[src/rtl/go_jmp_seq_pkg.sv]
// Shared definitions for the go/jump sequencer: the state encoding seen on state_o
// and the legality rule for the run-length/counter-width parameters.
package go_jmp_seq_pkg;

  localparam int STATE_W = 2;

  typedef enum logic [STATE_W-1:0] {
    IDLE = 2'd0,
    ARM  = 2'd1,
    HOLD = 2'd2,
    RUN  = 2'd3
  } state_t;

  // The step counter must be able to hold RUN_LEN-1, and a run needs a penultimate step.
  function automatic bit params_legal(input int run_len, input int cnt_w);
    return (run_len >= 2) && (cnt_w >= 1) && (cnt_w < 31) && ((1 << cnt_w) >= run_len);
  endfunction

endpackage

[src/rtl/seq_step_counter.sv]
// RUN step counter with clear/increment controls and terminal/penultimate flags.
// Increment saturates at RUN_LEN-1 so the count can never wrap through 2^CNT_W.
module seq_step_counter
  import go_jmp_seq_pkg::*;
#(
  parameter int CNT_W   = 4,
  parameter int RUN_LEN = 7
) (
  input  logic             clk,
  input  logic             rst_n,
  input  logic             clr,
  input  logic             inc,
  output logic [CNT_W-1:0] cnt,
  output logic             is_last,
  output logic             is_penult
);

  localparam logic [CNT_W-1:0] LAST_STEP   = CNT_W'(RUN_LEN - 1);
  localparam logic [CNT_W-1:0] PENULT_STEP = CNT_W'(RUN_LEN - 2);

  logic [CNT_W-1:0] cnt_reg;
  logic [CNT_W-1:0] cnt_next;

  always_comb begin
    cnt_next = cnt_reg;
    if (clr) begin
      cnt_next = '0;
    end else if (inc && (cnt_reg != LAST_STEP)) begin
      cnt_next = cnt_reg + CNT_W'(1);
    end
  end

  always_ff @(posedge clk or negedge rst_n) begin
    if (!rst_n) begin
      cnt_reg <= '0;
    end else begin
      cnt_reg <= cnt_next;
    end
  end

  assign cnt       = cnt_reg;
  assign is_last   = (cnt_reg == LAST_STEP);
  assign is_penult = (cnt_reg == PENULT_STEP);

endmodule

[src/rtl/go_jmp_sequencer.sv]
// Parametrised go/jump sequencer: IDLE -> ARM -> (HOLD) -> RUN for RUN_LEN steps,
// with jump restart, abort, optional repeat, and registered y/done pulses.
module go_jmp_sequencer
  import go_jmp_seq_pkg::*;
#(
  parameter int RUN_LEN  = 7,
  parameter int CNT_W    = 4,
  parameter bit ARM_WAIT = 1'b1
) (
  input  logic               clk,
  input  logic               rst_n,
  input  logic               go,
  input  logic               jmp,
  input  logic               abort,
  input  logic               repeat_en,
  output logic               y,
  output logic               done,
  output logic               busy,
  output logic [CNT_W-1:0]   step,
  output logic [STATE_W-1:0] state_o
);

  generate
    if (!params_legal(RUN_LEN, CNT_W)) begin : g_bad_params
      $error("go_jmp_sequencer: illegal RUN_LEN/CNT_W combination");
    end
  endgenerate

  state_t state_reg;
  state_t state_next;
  logic   y_reg;
  logic   y_next;
  logic   done_reg;
  logic   done_next;
  logic   cnt_clr;
  logic   cnt_inc;
  logic   cnt_is_last;
  logic   cnt_is_penult;

  seq_step_counter #(
    .CNT_W   (CNT_W),
    .RUN_LEN (RUN_LEN)
  ) u_step_counter (
    .clk       (clk),
    .rst_n     (rst_n),
    .clr       (cnt_clr),
    .inc       (cnt_inc),
    .cnt       (step),
    .is_last   (cnt_is_last),
    .is_penult (cnt_is_penult)
  );

  // Priority is abort > jmp > everything else; the step counter is cleared on every
  // entry to RUN and on every exit from it, so step reads 0 outside RUN.
  always_comb begin
    state_next = state_reg;
    y_next     = 1'b0;
    done_next  = 1'b0;
    cnt_clr    = 1'b0;
    cnt_inc    = 1'b0;
    if (abort && (state_reg != IDLE)) begin
      state_next = IDLE;
      cnt_clr    = 1'b1;
    end else begin
      unique case (state_reg)
        IDLE: begin
          cnt_clr = 1'b1;
          if (go && jmp) begin
            state_next = RUN;
            y_next     = 1'b1;
          end else if (go) begin
            state_next = ARM;
          end
        end
        ARM: begin
          cnt_clr = 1'b1;
          if (jmp) begin
            state_next = RUN;
            y_next     = 1'b1;
          end else if (ARM_WAIT) begin
            state_next = HOLD;
          end else begin
            state_next = RUN;
          end
        end
        HOLD: begin
          cnt_clr = 1'b1;
          if (jmp) begin
            state_next = RUN;
            y_next     = 1'b1;
          end
        end
        RUN: begin
          if (jmp) begin
            cnt_clr = 1'b1;
            y_next  = 1'b1;
          end else if (cnt_is_penult) begin
            cnt_inc = 1'b1;
            y_next  = 1'b1;
          end else if (cnt_is_last) begin
            cnt_clr   = 1'b1;
            done_next = 1'b1;
            if (!repeat_en) begin
              state_next = IDLE;
            end
          end else begin
            cnt_inc = 1'b1;
          end
        end
        default: begin
          state_next = IDLE;
          cnt_clr    = 1'b1;
        end
      endcase
    end
  end

  always_ff @(posedge clk or negedge rst_n) begin
    if (!rst_n) begin
      state_reg <= IDLE;
      y_reg     <= 1'b0;
      done_reg  <= 1'b0;
    end else begin
      state_reg <= state_next;
      y_reg     <= y_next;
      done_reg  <= done_next;
    end
  end

  assign y       = y_reg;
  assign done    = done_reg;
  assign busy    = (state_reg != IDLE);
  assign state_o = state_reg;

endmodule

[config.mk]
export PLATFORM = sky130hd
export DESIGN_NAME = go_jmp_sequencer
export DESIGN_NICKNAME = d
export VERILOG_FILES = /design/src/rtl/go_jmp_seq_pkg.sv /design/src/rtl/seq_step_counter.sv /design/src/rtl/go_jmp_sequencer.sv
export SDC_FILE = /design/constraint.sdc
export NUM_CORES = 1
export LEC_CHECK = 0
export ABC_AREA = 1
export CORE_UTILIZATION = 30
export CTS_CLUSTER_DIAMETER = 100
export DETAILED_ROUTE_END_ITERATION = 16
export GPL_ROUTABILITY_DRIVEN = 0
export SLEW_MARGIN = 15
export SYNTH_ARGS = -nofsm -noshare
export SYNTH_HDL_FRONTEND = slang
export SYNTH_HIERARCHICAL = 1
export SYNTH_SLANG_ARGS = --single-unit
[constraint.sdc]
create_clock -name clk -period 1.8 [get_ports clk]
set_clock_uncertainty 0.15 [all_clocks]
set_input_delay 0.27 -clock clk [delete_from_list [all_inputs] [get_ports clk]]
set_output_delay 0.27 -clock clk [all_outputs]
set_load 0.05 [all_outputs]
# Word level (Yosys, flattened, before mapping)
# Index checks and enable logic that the tools add are counted.
[classes]
muxes = 31
addsub = 1
n_eq_ne = 12
n_reduce_logical = 9
[ops]
columns = ["cell", "count"]
rows = [
  ["$mux W1", 18],
  ["$mux W2", 8],
  ["$ne A3 B3 Y1 const B", 5],
  ["$eq A4 B3 Y1 const B", 2],
  ["$mux W4", 2],
  ["$pmux W2 S4", 1],
  ["$reduce_and A6 Y1", 1],
  ["$add A4 B1 Y4 const B", 1],
  ["$eq A2 B2 Y1 const B", 2],
  ["$ne A4 B3 Y1 const B", 1],
  ["$ne A4 B4 Y1 const B", 1],
  ["$reduce_bool A2 Y1", 2],
  ["$logic_and A1 B1 Y1", 3],
  ["$pmux W1 S3", 1],
  ["$reduce_or A3 Y1", 1],
  ["$eq A2 B1 Y1 const B", 1],
  ["$logic_not A2 Y1", 1],
  ["$pmux W1 S2", 1],
  ["$reduce_or A2 Y1", 1],
]
[word_totals]
word_cells = 57
input_bits = 6
reg_bits = 8
out_inout_bits = 9

# Longest topological paths before layout
[depth]
ltp_word = 9
depth_mapped = 13
ltp_nobuf = 13

# Hierarchy
# Netlist, hierarchy kept.
[modules_own_cells]
columns = ["module", "area_each_um2", "seq_area_each_um2", "cells_per_inst", "n_inst"]
rows = [
  ["go_jmp_sequencer", 374.1, 100.1, 52, 1],
  ["seq_step_counter", 274.0, 100.1, 34, 1],
]

# Least setup slack after synthesis
# No wires, ideal clock.
[synth_timing]
path_kind = "register -> register"
from = "reg state_reg[0], in the netlist state_o[0]"
to = "reg u_step_counter.cnt_reg[2], in the netlist u_step_counter/cnt[2]"
path_buffers = 0
stages_incl_launch_ff = 13
t_required_ns = 1.532
arrival_ns = 1.947
period_less_slack_ns = 2.215
setup_time_ns = 0.118
slack_ns = -0.415
path_cell_list = "dfrtp_1 inv_1 ha_1 inv_2 nand2_4 inv_4 nor2_4 nand2_1 inv_1 nand2_4 inv_2 nand2_1 nand2_1"
[synth_via]
elab_cells_between_ends = 14
classes_between = "3 x eq/ne; 5 x mux; 6 x reduce/logical"
[synth_lines]
columns = ["element", "line", "rtl"]
rows = [
  ["from (decl)", "go_jmp_sequencer.sv:29", "state_t state_reg;"],
  ["from (signal assigned)", "go_jmp_sequencer.sv:124", "state_reg <= state_next;"],
  ["$reduce_bool A2 Y1 *", "n/a", ""],
  ["named net busy", "go_jmp_sequencer.sv:18", "output logic busy,"],
  ["$logic_and A1 B1 Y1 *", "go_jmp_sequencer.sv:61", "if (abort && (state_reg != IDLE)) begin"],
  ["$mux W1 *", "go_jmp_sequencer.sv:61", ""],
  ["named net cnt_clr", "go_jmp_sequencer.sv:35", "logic cnt_clr;"],
  ["$mux W4 / $reduce_bool A2 Y1 (equally long branches)", "n/a", ""],
  ["to (signal assigned)", "seq_step_counter.sv:37", "cnt_reg <= cnt_next;"],
  ["to (decl)", "seq_step_counter.sv:21", "logic [CNT_W-1:0] cnt_reg;"],
]
# Mark *: on every way through the listed nets, which the timed path passes. The rest lies on a longest branch.
# A chain may end at the register's enable or synchronous reset.

# Worst setup path in the final report
[layout_timing]
from = "reg u_step_counter.cnt_reg[1], in the netlist u_step_counter/cnt[1]"
to = "reg u_step_counter.cnt_reg[2], in the netlist u_step_counter/cnt[2]"
[layout_via]
elab_cells_between_ends = 18
classes_between = "1 x add/sub; 3 x eq/ne; 12 x mux; 2 x reduce/logical"
[layout_lines]
columns = ["element", "line", "rtl"]
rows = [
  ["$eq A4 B3 Y1 *", "seq_step_counter.sv:42", "assign is_last = (cnt_reg == LAST_STEP);"],
  ["named net cnt_is_last", "go_jmp_sequencer.sv:37", "logic cnt_is_last;"],
  ["$mux W1 *", "go_jmp_sequencer.sv:100", "end else if (cnt_is_last) begin"],
  ["$mux W1 *", "go_jmp_sequencer.sv:97", "end else if (cnt_is_penult) begin"],
  ["$mux W1 *", "go_jmp_sequencer.sv:94", "if (jmp) begin"],
  ["$pmux W1 S2 *", "go_jmp_sequencer.sv:65", "unique case (state_reg)"],
  ["$mux W1 *", "go_jmp_sequencer.sv:61", ""],
  ["named net cnt_clr", "go_jmp_sequencer.sv:35", ""],
  ["$mux W4 / $reduce_bool A2 Y1 (equally long branches)", "n/a", ""],
]
# Mark *: on every way through the listed nets, which the timed path passes. The rest lies on a longest branch. The select of a mux whose other input is x is not followed.

==> metrics.txt <==
outcome=complete, no violations; CP Launch Point=u_step_counter/cnt[1]; Net Count, Synth=100; initial antenna violation count=0; reg2reg end=u_step_counter/cnt[2]; max FFs per register=4; synthesized area per cell=7.536 sq um; relative slew slack=roughly 76%; first-pass GRT wire length=2035 um; Hold WC Path Type=in2async; Final min period=1.707 ns; Slew Limit Fails=0; Placed Instance Area=roughly 850 sq um; Cell Pwr Density=~1300 mW/mm^2; dpl hpwl=1038 um; Max Cap Viol=0; Vias=roughly 580; number of cells produced by synthesis=86; crit path DAT=1.70 ns; post-route insts no fill=~140; CTS max path bufs=2; dpl cells=130; share of cells above drive strength 1=41.28%; GRT Overall Usage=between 10% and 20%; CP Launch Type=register; Setup CP Type=reg2reg; first drt pass iteration count=4; buffers added on ports=14; Die W=just under 50 um; Num CTS Buffers=3; Crit Reg-Reg Startpoint=u_step_counter/cnt[1]; vias per cell=about 4.3; antenna diode count=0; area delta synth->final=38.22%; final instance area=895.9 sq um; Slew @ Worst Pin=around 0.37 ns; synth unique cells=21; TritonCTS clock tree=done; number of H-tree levels=1; Worst-Skew Late Latency=approximately 0.25 ns; Hold Buf Count CTS=0; height of the die=just under 50 um; nets=124; synthesis-stage register bit count=8; Routed Wire Length=around 1300 um; wire per inst=between 9 and 10 um; Num Clock Sinks=8; Leakage=roughly 0.00047 uW; Worst VDD drop=0.8708 mV; drt drc=0; period utilisation layout=approximately 95%; antenna viol nets, final=0; Synth Warn #=6; DR iter-0 viols=9; # rows=16; Final setup viols=0; R2R Setup Slk=roughly 0.093 ns; Final Hold Vio Count=0; largest net degree at the start of global routing=9; Critical Path End Type=register; initial core utilization=32.38%; GRT Residual Overflow=0; synthesized area=between 600 and 700 sq um; critical path data required time=1.79 ns; Clk Tree Root Cell=clkbuf_4; Top Ports=15; Core Footprint=roughly 0.002 sq mm; reg2reg path depth=12; vias in the first global route=522; Fillers=between 200 and 250; Die Area=around 0.0024 sq mm; fmax=just under 600 MHz; crit-path max FO=4; Reg clk slew, reported paths=approximately 0.060 ns; sequential fraction of the synthesis area=between 30 and 40%
[layout by cell type (no fill, tap or decap), types with 2 or more instances in the layout]
cell type	count
ha_1	7
clkdlybuf4s50_1	5
nor2_1	7
buf_4	13
nand3_1	5
inv_1	9
nand2_1	17
dfrtp_1	3
dfrtp_2	5
nand4_1	4
nand2_2	4
clkbuf_4	3
nand2_4	2
inv_2	7
a21oi_1	2
o21ai_1	2
[timing repair]
action	4_1_cts	5_1_grt
gates resized for setup	0	2
setup buffers	0	2
endpoints found under the setup margin	0	4
hold endpoints to repair	0	0
[synth_stat cells, drive strengths merged]
library cell / number / share of area (%)
inv: 18 / 11
o21ai: 3 / 2.3
nand3: 6 / 5.4
or2: 1 / 0.97
a21oi: 4 / 4.8
nor2: 9 / 6.8
dfrtp: 8 / 31
ha: 8 / 15
nor3: 1 / 0.77
nand2: 23 / 17
and3: 1 / 1.2
nand4: 4 / 3.9
[critical path, cell delays in order, from the launching register on]
cell,delay [ns]
dfrtp_2,0.40
buf_4,0.14
ha_1,0.18
nand3_2,0.09
inv_1,0.07
a21oi_2,0.13
nand2_2,0.09
inv_2,0.06
nand2_2,0.07
nand2_4,0.08
inv_2,0.04
nand2_1,0.05
nand2_1,0.05
[per-layer routing]
metal	global-route usage [%]	vias up	share of wire [%]
met3	0.9434	2	2.0
met5	0	-	0
li1	-	311	-
met1	15.59	263	53
met2	16.43	5	45
met4	7.353	0	0.39
[final cells by class]
class                   instances  area, sq um  share of cell area (%)
clock buffers                   4        26.28                   2.933
inverters                      18        75.07                   8.380
multi-input cells              60        386.6                   43.16
flip-flops and latches          8        206.4                   23.04
well taps                      27        33.78                   3.771
repair buffers                 19        167.7                   18.72
[stage by stage]
stage               util, %  setup TNS (ns)  hold WS [ns]  setup WS, ns  total power (uW)
floorplan                 -               0       -0.1756     0.0008700             766.2
detailed placement    42.50               0        0.3741       0.07690             991.4
global route          44.75        -0.01337        0.1631     -0.008296              1228
finish                44.75               0        0.1463       0.09303              1133
CTS                   43.81               0        0.1434       0.06423              1148
global placement      42.50               0        0.3841        0.1234             990.5
[report_power, final]
group	internal, uW	switching (uW)	leakage (uW)
combinational	286	470	0.000351
sequential	217	16.7	0.000100
clock	84.6	58.6	0.0000150
total	587	545	0.000466
[cells by family after synthesis]
logic type	share of synthesized area, %
flops	30.89
compound gates	7.142
buf+inv	10.81
fa+ha+maj	15.44
simple gates	35.71
[how the worst max path moves through the flow]
stage                     cells after the start                    end  slack, ns
final                                        12  u_step_counter/cnt[2]       0.09
after global routing                         12  u_step_counter/cnt[3]     -0.008
after CTS                                    11  u_step_counter/cnt[2]       0.06
after detailed placement                     10  u_step_counter/cnt[2]       0.08
after global placement                       10  u_step_counter/cnt[2]       0.12
after floorplan                              13  u_step_counter/cnt[3]     0.0009
Power figures use the tool's default switching activity.
